--- config.mk ---
export PLATFORM = sky130hd
export DESIGN_NAME = ws2812b_chain_flat
export DESIGN_NICKNAME = d
export VERILOG_FILES = /design/src/rtl/ws2812b_chain_if.sv /design/src/rtl/ws2812b_chain.sv /design/src/flat_wrapper.sv
export SDC_FILE = /design/constraint.sdc
export NUM_CORES = 1
export LEC_CHECK = 0
export CORE_MARGIN = 4
export CORE_UTILIZATION = 40
export DETAILED_ROUTE_END_ITERATION = 8
export PLACE_DENSITY = 0.64
export SLEW_MARGIN = 25
export SYNTH_ARGS = -nofsm -noshare
export SYNTH_HDL_FRONTEND = slang
export SYNTH_SLANG_ARGS = --single-unit
export TNS_END_PERCENT = 1
--- constraint.sdc ---
create_clock -name clk -period 4.1 [get_ports clk]
set_input_delay 0.82 -clock clk [delete_from_list [all_inputs] [get_ports clk]]
set_output_delay 0.82 -clock clk [all_outputs]
set_load 0.02 [all_outputs]
--- src/rtl/ws2812b_chain_if.sv ---
// Peripheral bus bundle for the WS2812B chain driver: byte address, 32-bit data, strobes.
// read_data is driven combinationally by the slave from address.
interface ws2812b_chain_if;
    logic [7:0]  address;
    logic [31:0] write_data;
    logic [31:0] read_data;
    logic        we;
    logic        re;

    modport master (
        output address,
        output write_data,
        output we,
        output re,
        input  read_data
    );

    modport slave (
        input  address,
        input  write_data,
        input  we,
        input  re,
        output read_data
    );
endinterface

--- src/rtl/ws2812b_chain.sv ---
// WS2812B chain driver: memory-mapped GRB pixel buffer shifted out MSB-first as timed pulses on ws_out.
// Single-cycle bus writes, combinational reads; `define WS2812B_BRIGHTNESS_EN adds CTRL[15:8] brightness scaling.
module ws2812b_chain #(
    parameter int NUM_LEDS    = 8,
    parameter int CLK_FREQ_HZ = 50_000_000,
    parameter int T0H_NS      = 400,
    parameter int T0L_NS      = 850,
    parameter int T1H_NS      = 800,
    parameter int T1L_NS      = 450,
    parameter int TRESET_NS   = 50_000
) (
    input  logic           clk,
    input  logic           rst,
    ws2812b_chain_if.slave bus,
    output logic           ws_out
);
    localparam longint NS_PER_S = 64'd1_000_000_000;
    localparam longint CLK_L    = longint'(CLK_FREQ_HZ);
    localparam int T0H_CYC  = int'((longint'(T0H_NS)    * CLK_L + NS_PER_S - 64'd1) / NS_PER_S);
    localparam int T0L_CYC  = int'((longint'(T0L_NS)    * CLK_L + NS_PER_S - 64'd1) / NS_PER_S);
    localparam int T1H_CYC  = int'((longint'(T1H_NS)    * CLK_L + NS_PER_S - 64'd1) / NS_PER_S);
    localparam int T1L_CYC  = int'((longint'(T1L_NS)    * CLK_L + NS_PER_S - 64'd1) / NS_PER_S);
    localparam int TRST_CYC = int'((longint'(TRESET_NS) * CLK_L + NS_PER_S - 64'd1) / NS_PER_S);
    localparam int TMAX_A   = (T0H_CYC > T0L_CYC) ? T0H_CYC : T0L_CYC;
    localparam int TMAX_B   = (T1H_CYC > T1L_CYC) ? T1H_CYC : T1L_CYC;
    localparam int TMAX_C   = (TMAX_A > TMAX_B) ? TMAX_A : TMAX_B;
    localparam int TMAX     = (TMAX_C > TRST_CYC) ? TMAX_C : TRST_CYC;
    localparam int CW       = $clog2(TMAX + 1);
    localparam int IW       = (NUM_LEDS > 1) ? $clog2(NUM_LEDS) : 1;

    localparam logic [CW-1:0] T0H_LD  = CW'(T0H_CYC - 1);
    localparam logic [CW-1:0] T0L_LD  = CW'(T0L_CYC - 1);
    localparam logic [CW-1:0] T1H_LD  = CW'(T1H_CYC - 1);
    localparam logic [CW-1:0] T1L_LD  = CW'(T1L_CYC - 1);
    localparam logic [CW-1:0] TRST_LD = CW'(TRST_CYC - 1);

    localparam logic [2:0] ST_IDLE  = 3'd0;
    localparam logic [2:0] ST_LOAD  = 3'd1;
    localparam logic [2:0] ST_HIGH  = 3'd2;
    localparam logic [2:0] ST_LOW   = 3'd3;
    localparam logic [2:0] ST_LATCH = 3'd4;

    logic [23:0]   pix_q [NUM_LEDS];
    logic          cont_q;
    logic [5:0]    len_q;
    logic [7:0]    bright_rd;

    logic [2:0]    state_q, state_d;
    logic [CW-1:0] cnt_q, cnt_d;
    logic [4:0]    bit_idx_q, bit_idx_d;
    logic [IW-1:0] led_idx_q, led_idx_d;
    logic [23:0]   sr_q, sr_d;
    logic [5:0]    act_len_q, act_len_d;
    logic [15:0]   frame_cnt_q, frame_cnt_d;
    logic          ws_out_q;

    logic          pix_hit, ctrl_hit, stat_hit, len_hit, start_wr, busy, last_led;
    logic [IW-1:0] pix_idx;
    logic [5:0]    len_wr;
    logic [23:0]   pix_raw, pix_load;
    logic [31:0]   rdata;
    logic          unused_bus;

    assign pix_hit  = (bus.address[7] == 1'b0) && (bus.address[1:0] == 2'b00)
                   && ({27'd0, bus.address[6:2]} < 32'(NUM_LEDS));
    assign ctrl_hit = (bus.address == 8'h80);
    assign stat_hit = (bus.address == 8'h84);
    assign len_hit  = (bus.address == 8'h88);
    assign pix_idx  = bus.address[IW+1:2];
    assign start_wr = bus.we && ctrl_hit && bus.write_data[0];
    assign busy     = (state_q != ST_IDLE);
    assign last_led = (({{(6-IW){1'b0}}, led_idx_q} + 6'd1) == act_len_q);
    assign pix_raw  = pix_q[led_idx_q];
    assign unused_bus = ^{bus.re, bus.write_data[31:24]};

`ifdef WS2812B_BRIGHTNESS_EN
    logic [7:0] bright_q;

    function automatic logic [7:0] scale8(input logic [7:0] c, input logic [7:0] b);
        return 8'(({8'd0, c} * ({8'd0, b} + 16'd1)) >> 8);
    endfunction

    assign pix_load  = {scale8(pix_raw[23:16], bright_q),
                        scale8(pix_raw[15:8],  bright_q),
                        scale8(pix_raw[7:0],   bright_q)};
    assign bright_rd = bright_q;

    always_ff @(posedge clk) begin
        if (rst) begin
            bright_q <= 8'hFF;
        end else if (bus.we && ctrl_hit) begin
            bright_q <= bus.write_data[15:8];
        end
    end
`else
    assign pix_load  = pix_raw;
    assign bright_rd = 8'h00;
`endif

    always_comb begin
        len_wr = bus.write_data[5:0];
        if (bus.write_data[5:0] == 6'd0) begin
            len_wr = 6'd1;
        end else if ({26'd0, bus.write_data[5:0]} > 32'(NUM_LEDS)) begin
            len_wr = 6'(NUM_LEDS);
        end
    end

    always_comb begin
        rdata = 32'd0;
        if (pix_hit) begin
            rdata = {8'h00, pix_q[pix_idx]};
        end else if (ctrl_hit) begin
            rdata = {16'h0000, bright_rd, 6'd0, cont_q, 1'b0};
        end else if (stat_hit) begin
            rdata = {frame_cnt_q, 15'd0, busy};
        end else if (len_hit) begin
            rdata = {26'd0, len_q};
        end
    end
    assign bus.read_data = rdata;

    // The current bit always sits in sr_q[23]; LOW shifts the next one up as it returns to HIGH.
    always_comb begin
        state_d     = state_q;
        cnt_d       = cnt_q;
        bit_idx_d   = bit_idx_q;
        led_idx_d   = led_idx_q;
        sr_d        = sr_q;
        act_len_d   = act_len_q;
        frame_cnt_d = frame_cnt_q;
        case (state_q)
            ST_IDLE: begin
                if (start_wr || cont_q) begin
                    state_d   = ST_LOAD;
                    act_len_d = len_q;
                    led_idx_d = '0;
                end
            end
            ST_LOAD: begin
                sr_d      = pix_load;
                bit_idx_d = 5'd23;
                cnt_d     = pix_load[23] ? T1H_LD : T0H_LD;
                state_d   = ST_HIGH;
            end
            ST_HIGH: begin
                if (cnt_q == '0) begin
                    cnt_d   = sr_q[23] ? T1L_LD : T0L_LD;
                    state_d = ST_LOW;
                end else begin
                    cnt_d = cnt_q - CW'(1);
                end
            end
            ST_LOW: begin
                if (cnt_q != '0) begin
                    cnt_d = cnt_q - CW'(1);
                end else if (bit_idx_q != 5'd0) begin
                    bit_idx_d = bit_idx_q - 5'd1;
                    sr_d      = {sr_q[22:0], 1'b0};
                    cnt_d     = sr_q[22] ? T1H_LD : T0H_LD;
                    state_d   = ST_HIGH;
                end else if (last_led) begin
                    cnt_d   = TRST_LD;
                    state_d = ST_LATCH;
                end else begin
                    led_idx_d = led_idx_q + IW'(1);
                    state_d   = ST_LOAD;
                end
            end
            ST_LATCH: begin
                if (cnt_q != '0) begin
                    cnt_d = cnt_q - CW'(1);
                end else begin
                    frame_cnt_d = frame_cnt_q + 16'd1;
                    if (cont_q) begin
                        state_d   = ST_LOAD;
                        act_len_d = len_q;
                        led_idx_d = '0;
                    end else begin
                        state_d = ST_IDLE;
                    end
                end
            end
            default: state_d = ST_IDLE;
        endcase
    end

    always_ff @(posedge clk) begin
        if (rst) begin
            for (int i = 0; i < NUM_LEDS; i++) begin
                pix_q[i] <= 24'd0;
            end
            cont_q      <= 1'b0;
            len_q       <= 6'(NUM_LEDS);
            state_q     <= ST_IDLE;
            cnt_q       <= '0;
            bit_idx_q   <= 5'd0;
            led_idx_q   <= '0;
            sr_q        <= 24'd0;
            act_len_q   <= 6'(NUM_LEDS);
            frame_cnt_q <= 16'd0;
            ws_out_q    <= 1'b0;
        end else begin
            if (bus.we && pix_hit) begin
                pix_q[pix_idx] <= bus.write_data[23:0];
            end
            if (bus.we && ctrl_hit) begin
                cont_q <= bus.write_data[1];
            end
            if (bus.we && len_hit) begin
                len_q <= len_wr;
            end
            state_q     <= state_d;
            cnt_q       <= cnt_d;
            bit_idx_q   <= bit_idx_d;
            led_idx_q   <= led_idx_d;
            sr_q        <= sr_d;
            act_len_q   <= act_len_d;
            frame_cnt_q <= frame_cnt_d;
            ws_out_q    <= (state_d == ST_HIGH);
        end
    end

    assign ws_out = ws_out_q;
endmodule

--- src/flat_wrapper.sv ---
// flat-port wrapper written by rule: the top's interface ports become plain ports
module ws2812b_chain_flat 
#(
    parameter int NUM_LEDS    = 8,
    parameter int CLK_FREQ_HZ = 50_000_000,
    parameter int T0H_NS      = 400,
    parameter int T0L_NS      = 850,
    parameter int T1H_NS      = 800,
    parameter int T1L_NS      = 450,
    parameter int TRESET_NS   = 50_000
)
  (clk, rst, ws_out, bus_address, bus_write_data, bus_we, bus_re, bus_read_data);
  ws2812b_chain_if bus_i ();
  input  logic clk;
  input  logic rst;
  output logic ws_out;
  input wire logic [$bits(bus_i.address)-1:0] bus_address;
  input wire logic [$bits(bus_i.write_data)-1:0] bus_write_data;
  input wire logic [$bits(bus_i.we)-1:0] bus_we;
  input wire logic [$bits(bus_i.re)-1:0] bus_re;
  output wire logic [$bits(bus_i.read_data)-1:0] bus_read_data;
  assign bus_i.address = bus_address;
  assign bus_i.write_data = bus_write_data;
  assign bus_i.we = bus_we;
  assign bus_i.re = bus_re;
  assign bus_read_data = bus_i.read_data;
  ws2812b_chain #(.NUM_LEDS(NUM_LEDS), .CLK_FREQ_HZ(CLK_FREQ_HZ), .T0H_NS(T0H_NS), .T0L_NS(T0L_NS), .T1H_NS(T1H_NS), .T1L_NS(T1L_NS), .TRESET_NS(TRESET_NS)) u_core (.clk(clk), .rst(rst), .bus(bus_i), .ws_out(ws_out));
endmodule
* Yosys cells after proc, flatten, opt, wreduce, memory -nomap -nowiden
Memory sizes are Yosys's and may differ from the RTL's. A register that Yosys moved wholly into a read port is not among the register bits.
Cells that the tools add are included.
Widths: inputs -> output; s select.
** Storage, ports and cells
- Flip-flop bits (word level) :: 77
- Bits in writable memories :: 192
- Logic and storage cells :: 112
- Memories :: 1
** Cells by class
- Add/sub/neg operators :: 5
- Magnitude comparators :: 2
- Equal/unequal tests :: 18
- Multiplexer cells :: 50
- Bitwise operators :: 2
- Reductions and logical operators :: 24
** Memory list
- u_core.pix_q :: words 8, width 24, read ports 2, clocked after Yosys merged registers in 1, wr ports 8, RTL line ws2812b_chain.sv:43 : logic [23:0] pix_q [NUM_LEDS];
** Operators by type and width (count)
- $mux 32 :: 3
- $mux 24 :: 3
- $mux 12 :: 5
- $mux 6 :: 9
- $pmux 12 s4 :: 1
- $pmux 24 s2 :: 1
- $mux 3 :: 15
- $eq 8x8->1 const B :: 3
- $reduce_or 24->1 :: 1
- $add 16x1->16 const B :: 1
- $pmux 3 s5 :: 1
- $logic_not 12->1 :: 1
- $pmux 6 s2 :: 1
- $reduce_bool 12->1 :: 1
- $sub 12x1->12 const B :: 1
- $mux 5 :: 2
- $pmux 5 s2 :: 1
- $eq 3x2->1 const B :: 3
- $pmux 3 s3 :: 1
- $ne 2x1->1 const B :: 4
- $ne 2x2->1 const B :: 4
- $mux 1 :: 7
- $reduce_and 7->1 :: 1
- $eq 6x6->1 :: 1
- 21 further kinds :: 30

* Logic depth before layout (Yosys ltp)
- Word-level depth :: 9
- Mapped depth :: 9
- Gate-level depth less buffers :: 8

* Least setup slack after synthesis
No wires, ideal clock.
- Path type :: input port to flip-flop
- Start :: in bus_address[1]
- End :: mem u_core.pix_q[7][0], enable pin
- Library setup time :: 0.438 ns
- Arrival :: 3.493 ns
- Required time :: 3.662 ns
- Slack :: 0.168 ns
- Stages :: 4
- Path buffers :: 0
- Cell sequence :: or4_4 nor2_1 nand3_2 o21ai_0
** RTL lines
- start: declaration :: RTL line flat_wrapper.sv:17 : input wire logic [$bits(bus_i.address)-1:0] bus_address;
- end: declaration :: RTL line ws2812b_chain.sv:43

* Worst setup path after layout
- Start :: in bus_address[1]
- End :: out bus_read_data[10]
** On the way
- Longest elaborated chain between the ends :: 4
** RTL lines
- parallel branches: the longest is 3 deep, another holds $mux 32
- $mux 32 (*) :: RTL line ws2812b_chain.sv:111 : if (pix_hit) begin
- end: declaration :: RTL line flat_wrapper.sv:21 : output wire logic [$bits(bus_i.read_data)-1:0] bus_read_data;
Mark *: on every way between the ends.

==> flow_summary_export.csv <==
group,metric,value,unit
run_status,outcome,"completed",
routing,wl,36.77,mm
timing,hold-worst-slack,0.4916,ns
yosys,synth_ff_type,"edfxtp_1",
power,finalPower,6074,uW
timing,skew,0.02413,ns
placed_design,place_congestion,0.8485,
clock_network,clock_sinks,272,
grt,grt_pass1_vias,9578,
grt,grt_pass1_wl,57.24,mm
cells_and_area,finish.utilization,0.4760,
yosys,synth.most_common_cell,"and2_1",
critical_path,crit_chain,"clkdlybuf4s50_1 > or4_4 > buf_4 > or2_4 > buf_4 > nor2_1 > clkdlybuf4s50_1",
routing,drtIter0Drc,651,
placed_design,place_area,0.01559,mm^2
floorplan,rows,68,
critical_path,cp-end-kind,"primary output",
placed_design,portBuffers,67,
grt,use_met1,0.2507,
min_path,hp-class,"reg -> reg",
yosys,ys_top_cells_by_area,"edfxtp_1 (41%), mux4_2 (15%), dfxtp_1 (11%)",
clock_network,insertion_delay,0.57,ns
grt,antenna_found_initial,5,
yosys,avgSynthCellArea,12.58,um^2
routing,postRouteAntennaNets,0,
routing,vias,9339,
yosys,synth-async-reset-ratio,0,
routing,viasPerCell,5.566,
clock_network,cts_tree,"done",
yosys,yosysTopAreaCell,"edfxtp_1",
cells_and_area,fin_nets,1248,
critical_path,reg2reg_depth,7,
yosys,yosys-top-cells-count,"and2_1 (203), edfxtp_1 (192), nor2_1 (112)",
critical_path,critPathKind,"in -> out",
critical_path,r2r_start,"u_core.cnt_q[0]$_SDFFE_PP0P_",
critical_path,crit_path_start_kind,"input pin",
critical_path,cp_slowest_cell,"clkdlybuf4s50_1",
yosys,yosysUniqueCellTypes,63,
grt,top_usage_layer,"met2",
timing,tns,0,ns
routing,avgRoutedWirePerCell,21.91,um
placed_design,hpwl,23.41,mm
clock_network,clockBufferDepth,3,
grt,grt_max_degree,77,
power,ir_worst_vdd,0.3504,mV
critical_path,crit_fanout,10,
floorplan,die-area,0.03842,mm^2
clock_network,clkTransAtPathRegs,0.06,ns
yosys,syn_area,0.01414,mm^2
cells_and_area,synthToLayoutAreaGrowth,16.87,%
timing,tightestPinTransition,0.9542,ns
critical_path,crit_required,3.28,ns
critical_path,worstPathArrival,3.18,ns
clock_network,hold_buffers,0,
clock_network,root_buffer,"clkbuf_16",
yosys,synth_enable_flop_cells,192,
grt,grt_remaining_overflow,0,
grt,track_usage,0.1901,
clock_network,numCtsBuffers,30,
yosys,synthCells,1124,
yosys,syn_nets,1174,
cells_and_area,final_area,0.01652,mm^2
timing,slew-limit-headroom,0.3639,
yosys,yosysSeqAreaShare,0.5211,
floorplan,core-area,0.03471,mm^2
yosys,yosys.area.top_type_share,0.4078,
critical_path,setup.worst_path.end,"bus_read_data[10]",
routing,drtPass1Iterations,5,
yosys,yosysWarnings,0,
power,p_per_area,367.6,mW/mm^2
routing,drc,0,
critical_path,r2r_setup_slack,1.38,ns
timing,drv_slew,0,
cells_and_area,layout-drive-gt1-share,0.1907,
run,drv_cap,0,
timing,min_period,4.000,ns
floorplan,io_pins,77,
power,leakagePower,0.005861,uW
critical_path,regToRegEndpoint,"u_core.frame_cnt_q[10]$_SDFFE_PP0P_",
timing,rsz0062_at_grt,"false",
grt,grtUsageMet2,0.3372,
critical_path,crit_start,"bus_address[1]",
clock_network,cts_max_level,1,
grt,use_met3,0.02645,
timing,fmax,250.0,MHz
floorplan,fp.dieH,196.0,um
timing,fin_crit_sh,0.9756,
floorplan,initial_core_util,0.4073,
yosys,ys_ff_latch,272,
critical_path,cpPeakStageDelay,0.62,ns
timing,finalSetupViolCount,0,
floorplan,dieWidth,196.0,um
timing,hold_viol,0,
[cell type report]
cell class                 instances  area [um^2]
multi-input combinational        764         6484
tap                              455        569.3
inverter                          10        37.54
antenna                            1        2.502
clock inverter                    17        141.4
sequential                       272         7373
fill                            3085        18190
clock buffer                      39        794.5
timing repair buffer             120         1121
[sequential cells by signal, indices dropped and copies added, names as in the netlist, named ones only]
name	count
u_core.cnt_q	12
u_core.len_q	6
u_core.led_idx_q	3
u_core.bit_idx_q	5
u_core.pix_q	192
u_core.frame_cnt_q	16
u_core.state_q	3
u_core.ws_out	1
u_core.cont_q	1
u_core.act_len_q	6
u_core.sr_q	24
[report_power, final]
part           internal [uW]  switching, uW
Combinational            200            213
Sequential              3030           52.7
Clock                   1490           1090
[cell families after synthesis]
| logic type | share of synthesized area |
|---|---|
| AND/OR/NAND/NOR | 0.1805 |
| XOR/XNOR | 0.01487 |
| multiplexers | 0.1954 |
| adder cells (fa/ha/maj) | 0.005310 |
| flip-flops | 0.5211 |
| AO/OA/AOI/OAI | 0.05770 |
| buffers and inverters | 0.02513 |
[worst min-delay path by stage]
stage                     slack (ns)                     startpoint                            end  cells past startpoint
after floorplan                 0.46    u_core.sr_q[0]$_SDFFE_PP0P_    u_core.sr_q[0]$_SDFFE_PP0P_                      2
after global placement          0.47   u_core.sr_q[11]$_SDFFE_PP0P_   u_core.sr_q[11]$_SDFFE_PP0P_                      2
after detailed placement        0.48    u_core.sr_q[0]$_SDFFE_PP0P_    u_core.sr_q[0]$_SDFFE_PP0P_                      2
after CTS                       0.49  u_core.cnt_q[11]$_SDFFE_PP0P_  u_core.cnt_q[11]$_SDFFE_PP0P_                      2
after global routing            0.50  u_core.cnt_q[11]$_SDFFE_PP0P_  u_core.cnt_q[11]$_SDFFE_PP0P_                      2
final                           0.49  u_core.cnt_q[11]$_SDFFE_PP0P_  u_core.cnt_q[11]$_SDFFE_PP0P_                      2
[through the flow]
| step | setup slack (ns) | cells |
|---|---|---|
| floorplan | 0.1685 | 1124 |
| global placement | -0.1533 | 1621 |
| finish | 0.1001 | 1678 |
| detailed placement | -0.2272 | 1621 |
| CTS | 0.04829 | 1677 |
| global route | 0.001352 | 1677 |
[worst max-delay path: cells and delay by family]
kind                   cells  cell delay [ns]
buffers and inverters      4             1.40
and+or+nand+nor            3             0.95
[layout by cell type (no fill, tap or decap), types with 4 or more instances in the layout]
| cell | count |
|---|---|
| buf_4 | 48 |
| clkdlybuf4s15_1 | 4 |
| nand4_1 | 6 |
| nand2_1 | 36 |
| nor4b_4 | 5 |
| xor2_1 | 17 |
| clkinv_2 | 10 |
| clkbuf_1 | 8 |
| clkdlybuf4s50_1 | 41 |
| nor2_1 | 110 |
| inv_1 | 10 |
| dfxtp_1 | 77 |
| nand2b_1 | 4 |
| a211oi_1 | 27 |
| o21ai_1 | 5 |
| mux4_2 | 96 |
| dlygate4sd2_1 | 13 |
| mux2i_1 | 60 |
| nand3_1 | 17 |
| buf_12 | 6 |
| nor3_1 | 10 |
| o21ai_0 | 25 |
| ha_1 | 6 |
| dlymetal6s2s_1 | 4 |
| and2_1 | 203 |
| clkbuf_16 | 30 |
| xnor2_1 | 7 |
| nor4_1 | 4 |
| edfxtp_1 | 192 |
| clkinv_1 | 4 |
| and3_1 | 8 |
| a21oi_1 | 48 |
| or2_2 | 4 |
| nor3_2 | 4 |
| or3_1 | 5 |
[per-layer routing]
metal | wire length, um | up-vias | part of all wire
li1 | - | 4335 | -
met1 | 14970 | 4679 | 0.41
met2 | 18780 | 271 | 0.51
met3 | 2332 | 48 | 0.063
met4 | 655 | 6 | 0.018
met5 | 28 | - | 0.00076
[repair_timing]
action                     in CTS  in global routing
pin swaps                       0                  0
setup buffers                   0                  0
setup endpoints to repair      29                  8
gates resized for setup        20                  8
gates cloned                    0                  0
Note: power is estimated with default switching activity, not from simulation.
